--- src/rtl/fb_write_arbiter_if.sv ---
// Write-side bundle between the system controller / line drawer and fb_write_arbiter.
// FB_DRAW_CNT_EN adds the draw_cnt status signal.
interface fb_write_arbiter_if #(
   parameter int unsigned ADDR_W = 15,
   parameter int unsigned DATA_W = 8
);
   logic              mem_str_clr;
   logic              swap;
   logic              drw_req;
   logic [ADDR_W-1:0] drw_addr;
   logic [DATA_W-1:0] drw_data;
   logic              drw_ack;
   logic              mem_we;
   logic [ADDR_W-1:0] mem_addr;
   logic [DATA_W-1:0] mem_wdata;
   logic              mem_bank;
   logic              mem_clr_finish;
   logic              busy;
`ifdef FB_DRAW_CNT_EN
   logic [ADDR_W:0]   draw_cnt;
`endif

   modport master (
      output mem_str_clr, swap, drw_req, drw_addr, drw_data,
      input  drw_ack, mem_we, mem_addr, mem_wdata, mem_bank, mem_clr_finish, busy
`ifdef FB_DRAW_CNT_EN
      , input draw_cnt
`endif
   );

   modport slave (
      input  mem_str_clr, swap, drw_req, drw_addr, drw_data,
      output drw_ack, mem_we, mem_addr, mem_wdata, mem_bank, mem_clr_finish, busy
`ifdef FB_DRAW_CNT_EN
      , output draw_cnt
`endif
   );
endinterface

--- src/rtl/fb_write_arbiter.sv ---
// Frame memory write-port owner: back-buffer clear sweep, then single-pixel drawer writes.
// Optional FB_DRAW_CNT_EN adds a saturating count of in-range drawer writes (draw_cnt).
module fb_write_arbiter #(
   parameter int unsigned ADDR_W       = 15,
   parameter int unsigned DATA_W       = 8,
   parameter int unsigned FRAME_PIXELS = 19200,
   parameter int unsigned CLR_VALUE    = 0
) (
   input  logic              clk,
   input  logic              reset,
   fb_write_arbiter_if.slave bus
);
   localparam logic [ADDR_W-1:0] LAST_ADDR = ADDR_W'(FRAME_PIXELS - 1);
   localparam logic [DATA_W-1:0] CLR_WORD  = DATA_W'(CLR_VALUE);

   typedef enum logic [1:0] {IDLE, CLEAR, DONE, DRAW} state_t;

   state_t            state_q, state_d;
   logic              clr_q;
   logic              rise;
   logic [ADDR_W-1:0] cnt_q, cnt_d;
   logic              we_q, we_d;
   logic [ADDR_W-1:0] addr_q, addr_d;
   logic [DATA_W-1:0] wdata_q, wdata_d;
   logic              ack_q, ack_d;
   logic              bank_q, bank_d;
   logic              fin_q, fin_d;
   logic              busy_q, busy_d;
`ifdef FB_DRAW_CNT_EN
   logic [ADDR_W:0]   dcnt_q, dcnt_d;
`endif

   assign rise = bus.mem_str_clr & ~clr_q;

   always_ff @(posedge clk or posedge reset) begin
      if (reset) begin
         state_q <= IDLE;
         clr_q   <= 1'b0;
         cnt_q   <= '0;
         we_q    <= 1'b0;
         addr_q  <= '0;
         wdata_q <= '0;
         ack_q   <= 1'b0;
         bank_q  <= 1'b0;
         fin_q   <= 1'b0;
         busy_q  <= 1'b0;
`ifdef FB_DRAW_CNT_EN
         dcnt_q  <= '0;
`endif
      end else begin
         state_q <= state_d;
         clr_q   <= bus.mem_str_clr;
         cnt_q   <= cnt_d;
         we_q    <= we_d;
         addr_q  <= addr_d;
         wdata_q <= wdata_d;
         ack_q   <= ack_d;
         bank_q  <= bank_d;
         fin_q   <= fin_d;
         busy_q  <= busy_d;
`ifdef FB_DRAW_CNT_EN
         dcnt_q  <= dcnt_d;
`endif
      end
   end

   always_comb begin
      state_d = state_q;
      cnt_d   = cnt_q;
      we_d    = 1'b0;
      addr_d  = addr_q;
      wdata_d = wdata_q;
      ack_d   = 1'b0;
      bank_d  = bank_q;
      fin_d   = fin_q;
      busy_d  = 1'b0;
`ifdef FB_DRAW_CNT_EN
      dcnt_d  = dcnt_q;
`endif
      if (rise) begin
         // Clear start outranks everything, including a drawer request accepted this cycle.
         state_d = CLEAR;
         cnt_d   = '0;
         bank_d  = bus.swap;
         fin_d   = 1'b0;
         busy_d  = 1'b1;
`ifdef FB_DRAW_CNT_EN
         dcnt_d  = '0;
`endif
      end else begin
         unique case (state_q)
            IDLE: state_d = IDLE;
            CLEAR: begin
               // The registered write of LAST_ADDR marks the end; the counter itself never wraps.
               if (we_q && addr_q == LAST_ADDR) begin
                  fin_d   = 1'b1;
                  state_d = DONE;
               end else begin
                  busy_d  = 1'b1;
                  we_d    = 1'b1;
                  addr_d  = cnt_q;
                  wdata_d = CLR_WORD;
                  if (cnt_q != LAST_ADDR) cnt_d = cnt_q + 1'b1;
               end
            end
            DONE: begin
               if (!bus.mem_str_clr) state_d = DRAW;
            end
            DRAW: begin
               if (bus.drw_req && !ack_q) begin
                  ack_d = 1'b1;
                  if (bus.drw_addr <= LAST_ADDR) begin
                     we_d    = 1'b1;
                     addr_d  = bus.drw_addr;
                     wdata_d = bus.drw_data;
`ifdef FB_DRAW_CNT_EN
                     if (dcnt_q != '1) dcnt_d = dcnt_q + 1'b1;
`endif
                  end
               end
            end
            default: state_d = IDLE;
         endcase
      end
   end

   assign bus.drw_ack        = ack_q;
   assign bus.mem_we         = we_q;
   assign bus.mem_addr       = addr_q;
   assign bus.mem_wdata      = wdata_q;
   assign bus.mem_bank       = bank_q;
   assign bus.mem_clr_finish = fin_q;
   assign bus.busy           = busy_q;
`ifdef FB_DRAW_CNT_EN
   assign bus.draw_cnt       = dcnt_q;
`endif
endmodule

--- src/flat_wrapper.sv ---
// flat-port wrapper written by rule: the top's interface ports become plain ports
module fb_write_arbiter_flat 
#(
   parameter int unsigned ADDR_W       = 15,
   parameter int unsigned DATA_W       = 8,
   parameter int unsigned FRAME_PIXELS = 19200,
   parameter int unsigned CLR_VALUE    = 0
)
  (clk, reset, bus_mem_str_clr, bus_swap, bus_drw_req, bus_drw_addr, bus_drw_data, bus_drw_ack, bus_mem_we, bus_mem_addr, bus_mem_wdata, bus_mem_bank, bus_mem_clr_finish, bus_busy);
  fb_write_arbiter_if #(.ADDR_W(ADDR_W), .DATA_W(DATA_W)) bus_i ();
  input  logic clk;
  input  logic reset;
  input wire logic [$bits(bus_i.mem_str_clr)-1:0] bus_mem_str_clr;
  input wire logic [$bits(bus_i.swap)-1:0] bus_swap;
  input wire logic [$bits(bus_i.drw_req)-1:0] bus_drw_req;
  input wire logic [$bits(bus_i.drw_addr)-1:0] bus_drw_addr;
  input wire logic [$bits(bus_i.drw_data)-1:0] bus_drw_data;
  output wire logic [$bits(bus_i.drw_ack)-1:0] bus_drw_ack;
  output wire logic [$bits(bus_i.mem_we)-1:0] bus_mem_we;
  output wire logic [$bits(bus_i.mem_addr)-1:0] bus_mem_addr;
  output wire logic [$bits(bus_i.mem_wdata)-1:0] bus_mem_wdata;
  output wire logic [$bits(bus_i.mem_bank)-1:0] bus_mem_bank;
  output wire logic [$bits(bus_i.mem_clr_finish)-1:0] bus_mem_clr_finish;
  output wire logic [$bits(bus_i.busy)-1:0] bus_busy;
  assign bus_i.mem_str_clr = bus_mem_str_clr;
  assign bus_i.swap = bus_swap;
  assign bus_i.drw_req = bus_drw_req;
  assign bus_i.drw_addr = bus_drw_addr;
  assign bus_i.drw_data = bus_drw_data;
  assign bus_drw_ack = bus_i.drw_ack;
  assign bus_mem_we = bus_i.mem_we;
  assign bus_mem_addr = bus_i.mem_addr;
  assign bus_mem_wdata = bus_i.mem_wdata;
  assign bus_mem_bank = bus_i.mem_bank;
  assign bus_mem_clr_finish = bus_i.mem_clr_finish;
  assign bus_busy = bus_i.busy;
  fb_write_arbiter #(.ADDR_W(ADDR_W), .DATA_W(DATA_W), .FRAME_PIXELS(FRAME_PIXELS), .CLR_VALUE(CLR_VALUE)) u_core (.clk(clk), .reset(reset), .bus(bus_i));
endmodule
--- config.mk ---
export PLATFORM = sky130hd
export DESIGN_NAME = fb_write_arbiter_flat
export DESIGN_NICKNAME = d
export VERILOG_FILES = /design/src/rtl/fb_write_arbiter_if.sv /design/src/rtl/fb_write_arbiter.sv /design/src/flat_wrapper.sv
export SDC_FILE = /design/constraint.sdc
export NUM_CORES = 1
export LEC_CHECK = 0
export BUFFER_PORTS_ARGS = -buffer_cell sky130_fd_sc_hd__buf_2
export CORE_UTILIZATION = 48
export DETAILED_ROUTE_END_ITERATION = 10
export PLACE_DENSITY = 0.76
export SYNTH_ARGS = -nofsm -noshare
export SYNTH_HDL_FRONTEND = slang
export SYNTH_SLANG_ARGS = --single-unit
export TNS_END_PERCENT = 5
--- constraint.sdc ---
create_clock -name clk -period 2.3 [get_ports clk]
set_clock_uncertainty 0.1 [all_clocks]
set_input_delay 0.46 -clock clk [delete_from_list [all_inputs] [get_ports clk]]
set_output_delay 0.46 -clock clk [all_outputs]
set_load 0.05 [all_outputs]
After elaboration in Yosys (flattened, before gate mapping)
Cells that the tools add are included.
Word-level totals
  flip-flop bits (word level): 46
  input bits: 28
  output and inout port bits: 28
  logic and storage cells: 68
Cells by class
  $add $sub $neg: 1
  magnitude comparators: 1
  equality and inequality tests: 11
  mux-type cells: 29
  bitwise operators: 3
  reductions and logical operators: 13
Operators with widths (count)
  2-to-1 mux 15 bit: 7
  one-hot mux 15 bit (2 select lines): 1
  2-to-1 mux 8 bit: 3
  one-hot mux 8 bit (2 select lines): 1
  adder 15 x 1 -> 15 bit, second input constant: 1
  equality test 15 bit, second input constant: 1
  less-or-equal comparator 15 bit, second input constant: 1
  != test 15 bit, second input constant: 1
  2-to-1 mux 1 bit: 12
  nonzero test 2 bit: 4
  2-to-1 mux 2 bit: 3
  != test 2 x 1 -> 1 bit, second input constant: 3
  one-hot mux 2 bit (3 select lines): 1
  AND reduction 3 bit: 2
  AND reduction 5 bit: 1
  equality test 2 bit, second input constant: 2
  nonzero test 4 bit: 1
  != test 3 x 1 -> 1 bit, second input constant: 1
  != test 3 x 2 -> 1 bit, second input constant: 1
  equality test 2 x 1 -> 1 bit, second input constant: 1
  logical AND 1 bit: 2
  zero test 2 bit: 1
  != test 2 bit, second input constant: 1
  NOT 1 bit: 2
  4 further kinds: 4

Depth between registers and ports, before layout
  word-level depth: 5
  mapped depth: 8
  mapped depth without buffers: 6

Least setup slack after synthesis
No wires, ideal clock.
  path kind: reg-to-reg
  from: register u_core.addr_q[10], in the netlist u_core.bus.mem_addr[10]
  to: register u_core.addr_q[0], in the netlist u_core.bus.mem_addr[0]
  data arrival time: 1990 ps
  data required time: 2075 ps
  setup slack: 85 ps
  cell stages (with the launch flop): 6
  clock period less this slack: 2215 ps
  cells stage by stage: dfrtp_1 and4bb_2 nand4_1 o221a_1 buf_2 mux2_2
Between the ends
  cells in the longest elaborated chain, start to end: 4
RTL lines
  start: declaration: line fb_write_arbiter.sv:23  | logic [ADDR_W-1:0] addr_q, addr_d;
  start signal: assignment: line fb_write_arbiter.sv:55  | addr_q <= addr_d;
  equality test 15 bit: line fb_write_arbiter.sv:95  | if (we_q && addr_q == LAST_ADDR) begin
  logical AND 1 bit: line fb_write_arbiter.sv:95
  != test 2 bit (no source line)
  AND reduction 5 bit (no source line)
Every way passes these cells.
A chain may end at the register's enable or synchronous reset.

Final worst setup path
  from: register u_core.state_q[1]
  to: register u_core.cnt_q[12]
Between the ends
  cells in the longest elaborated chain, start to end: 3
RTL lines
  start: declaration: line fb_write_arbiter.sv:18  | state_t state_q, state_d;
  start signal: assignment: line fb_write_arbiter.sv:51  | state_q <= state_d;
  equality test 2 x 1 -> 1 bit: line fb_write_arbiter.sv:91  | unique case (state_q)
  nonzero test 2 bit (no source line)
  AND reduction 3 bit (no source line)
  end signal: assignment: line fb_write_arbiter.sv:53  | cnt_q <= cnt_d;
  end: declaration: line fb_write_arbiter.sv:21  | logic [ADDR_W-1:0] cnt_q, cnt_d;
Every way passes these cells.

==> impl_metrics.tcl <==
set metrics [dict create \
    status "finished clean" \
    n_fill_cell 438 \
    grt.overflow.total 0 \
    htree_levels 2 \
    synth_area_um2 2440 \
    wl_per_cell_um 16.6 \
    drive_gt1_share_pct 38.4 \
    synth_area_per_cell_um2 11.0 \
    start_kind "flop" \
    muxShareOfSynthArea_pct 14.5 \
    postCtsSetupBuffers 0 \
    synth_compound_area_share_pct 14.3 \
    setup_tns_ps 0 \
    synth_largest_area_cell "dfrtp_1" \
    ys.flop_type "dfrtp_1" \
    layout_setup_ws_ps 160 \
    final_cell_area_um2 2970 \
    hold_viol 0 \
    synth-seq-cells 46 \
    min_path_type "in2async" \
    power_density_nw_per_um2 1180 \
    dp.cells 348 \
    vias 2087 \
    max_slew.worst_pin.slew_ps 762 \
    cp_common_cell "o21a_1" \
    critPathBufInv 1 \
    cts_buffers 5 \
    die_w_um 73.4 \
    slew_headroom_pct 49.1 \
    post-place-ws_ps 147 \
    crit_family "simple AND/OR/NAND/NOR gates" \
    area_delta_synth_final_pct 21.5 \
    clockRootBuffer "clkbuf_8" \
    grt.busiest_layer "met2" \
    rsz0062_at_grt "no" \
    antenna_left 0 \
    worstRegToRegCells 6 \
    hpwl_um 4420 \
    core_um2 4820 \
    synth_top_family_by_area "simple AND/OR/NAND/NOR gates" \
    synth_fa_ha_area_share_pct 2.56 \
    finalNetCount 321 \
    dpl_cell_area_um2 2860 \
    synth_top_area_share_pct 47.1 \
    p_leak_nw 1.45 \
    avgViaCountPerCell 5.86 \
    critPathCaptureType "flop" \
    cpPeakStageDelay_ps 520 \
    drt_iter0_markers 155 \
    cts_tree "done" \
    clockBufferDepth 2 \
    grt_use_total_pct 23.0 \
    async_reset_ff_share_pct 100 \
    irDropWorstVdd_mv 0.731 \
    synth_cells 223 \
    grt_pass1_vias 1861 \
    synth.most_common_cell "dfrtp_1" \
    drc 0 \
    gp_congestion 0.880 \
    synth_cell_types 41 \
    use_met1_pct 33.3 \
    row_count 25 \
    dieHeight_um 73.4 \
    synthSimpleGateAreaFrac_pct 18.9 \
    critical_path_arrival_ps 2240 \
    path_depth 6 \
    ys_top_cells_by_count "dfrtp_1 (46), mux2_2 (28), nand2_1 (21)" \
    met3_usage_pct 4.66 \
    drt-total-wl_um 5900 \
    dr.pass1.iters 4 \
    path_clk_slew_ps 80 \
    portBuffers 55 \
    synth_area_leaders "dfrtp_1 (47%), mux2_2 (13%), a32o_1 (3.3%)" \
    critical_path.cell_chain "inv_1, ha_1, nand2_1, or4_1, o21a_1, o21a_1" \
    grt_start_max_net_pins 37 \
    yosysSeqAreaShare_pct 47.1 \
    crit_fanout 8 \
    io_pins 56 \
    cts_hold_buffers 0 \
    dieArea_um2 5380 \
    path_class "reg2reg" \
    cts_resized 0 \
    cts_sinks 46 \
    grt_pass1_wl_um 9310 \
    critPathSlowestCell "or4_1" \
    antenna_found_initial 0 \
    syn_nets 256 \
    diodes 0 \
    synth_enable_flop_cells 0 \
    maxCapViolations 0 \
    final_cells 356 \
    timing.final.crit_share_pct 93.0 \
    cp.required_ps 2400 \
    yosysWarnings 0 \
    clock_latency_ps 300 \
    start_util_pct 50.8 \
    drv_slew 0 \
    p_total_w 0.00352 \
    use_met2_pct 35.9 \
    min_period_ps 2140 \
    setup_viol 0 \
    synth_xor_xnor_area_share_pct 0 \
    fmax_mhz 467 \
]
layout make-up:
cell class | count | area [um^2] | area share [%]
inverters | 6 | 22.5 | 0.758
multi-input cells | 161 | 1230 | 41.4
clock buffers | 6 | 72.6 | 2.44
well taps | 67 | 83.8 | 2.82
repair buffers | 68 | 373 | 12.6
clock inverters | 2 | 37.5 | 1.26
flip-flops and latches | 46 | 1150 | 38.8
worst reg2reg max path, stage by stage, from the launching register on:
cell     delay, ps
dfrtp_1        410
inv_1          120
ha_1           380
nand2_1        150
or4_1          520
o21a_1         190
o21a_1         180
power breakdown:
group,internal [W],switching [W],leakage (nW)
sequential,0.00102,0.000184,0.618
combinational,0.000584,0.00113,0.778
clock,0.000324,0.000277,0.0514
cell usage in the layout, fill, tap and decap left out, types with 6 or more instances in the layout:
| cell | synthesis | routed |
|---|---|---|
| a32o_1 | 8 | 8 |
| buf_2 | 3 | 55 |
| nand2_1 | 21 | 21 |
| nand4_1 | 8 | 8 |
| mux2_2 | 28 | 28 |
| a21oi_1 | 11 | 11 |
| o21ai_0 | 7 | 7 |
| nand3_1 | 6 | 6 |
| dfrtp_1 | 46 | 46 |
| or4_1 | 6 | 6 |
| buf_4 | 0 | 13 |
| nor2_1 | 7 | 7 |
path summary, 6_finish.rpt:
path                                           from                   endpoint  slack (ps)
worst min-delay path                          reset  u_core.bus.mem_clr_finish         180
min in group clk                    bus_mem_str_clr               u_core.clr_q         220
worst max-delay path              u_core.state_q[1]           u_core.cnt_q[12]         160
worst max register to register    u_core.state_q[1]           u_core.cnt_q[12]         160
worst min register to register  u_core.bus.mem_bank        u_core.bus.mem_bank         380
max in group asynchronous                     reset    u_core.bus.mem_wdata[1]        1300
layer usage:
metal | share of wire [%] | wire (um)
met4 | 0.90 | 53
met5 | 0 | 0
met2 | 45 | 2650
met1 | 47 | 2800
met3 | 6.7 | 393
per-stage QoR:
step                hold slack [ps]  utilization, %
detailed placement              372            59.4
global placement                367            59.4
CTS                             217            61.7
floorplan                       391               -
finish                          182            61.7
global route                    217            61.7
sequential cells by signal (all words and copies together) (netlist names):
register and cells:
u_core.bus.drw_ack 1, u_core.bus.mem_addr 15, u_core.cnt_q 15, u_core.bus.mem_we 1, u_core.bus.mem_wdata 8, u_core.clr_q 1, u_core.bus.mem_clr_finish 1, u_core.state_q 2
u_core.bus.busy 1, u_core.bus.mem_bank 1
cell families (layout without fill, tap and decap cells):
| kind of cell | Yosys count | count (layout) |
|---|---|---|
| simple gates | 78 | 78 |
| compound gates | 46 | 46 |
| flops | 46 | 46 |
| mux | 32 | 32 |
| buf+inv | 16 | 82 |
| fa+ha+maj | 5 | 5 |
Note: power is estimated with default switching activity, not from simulation.
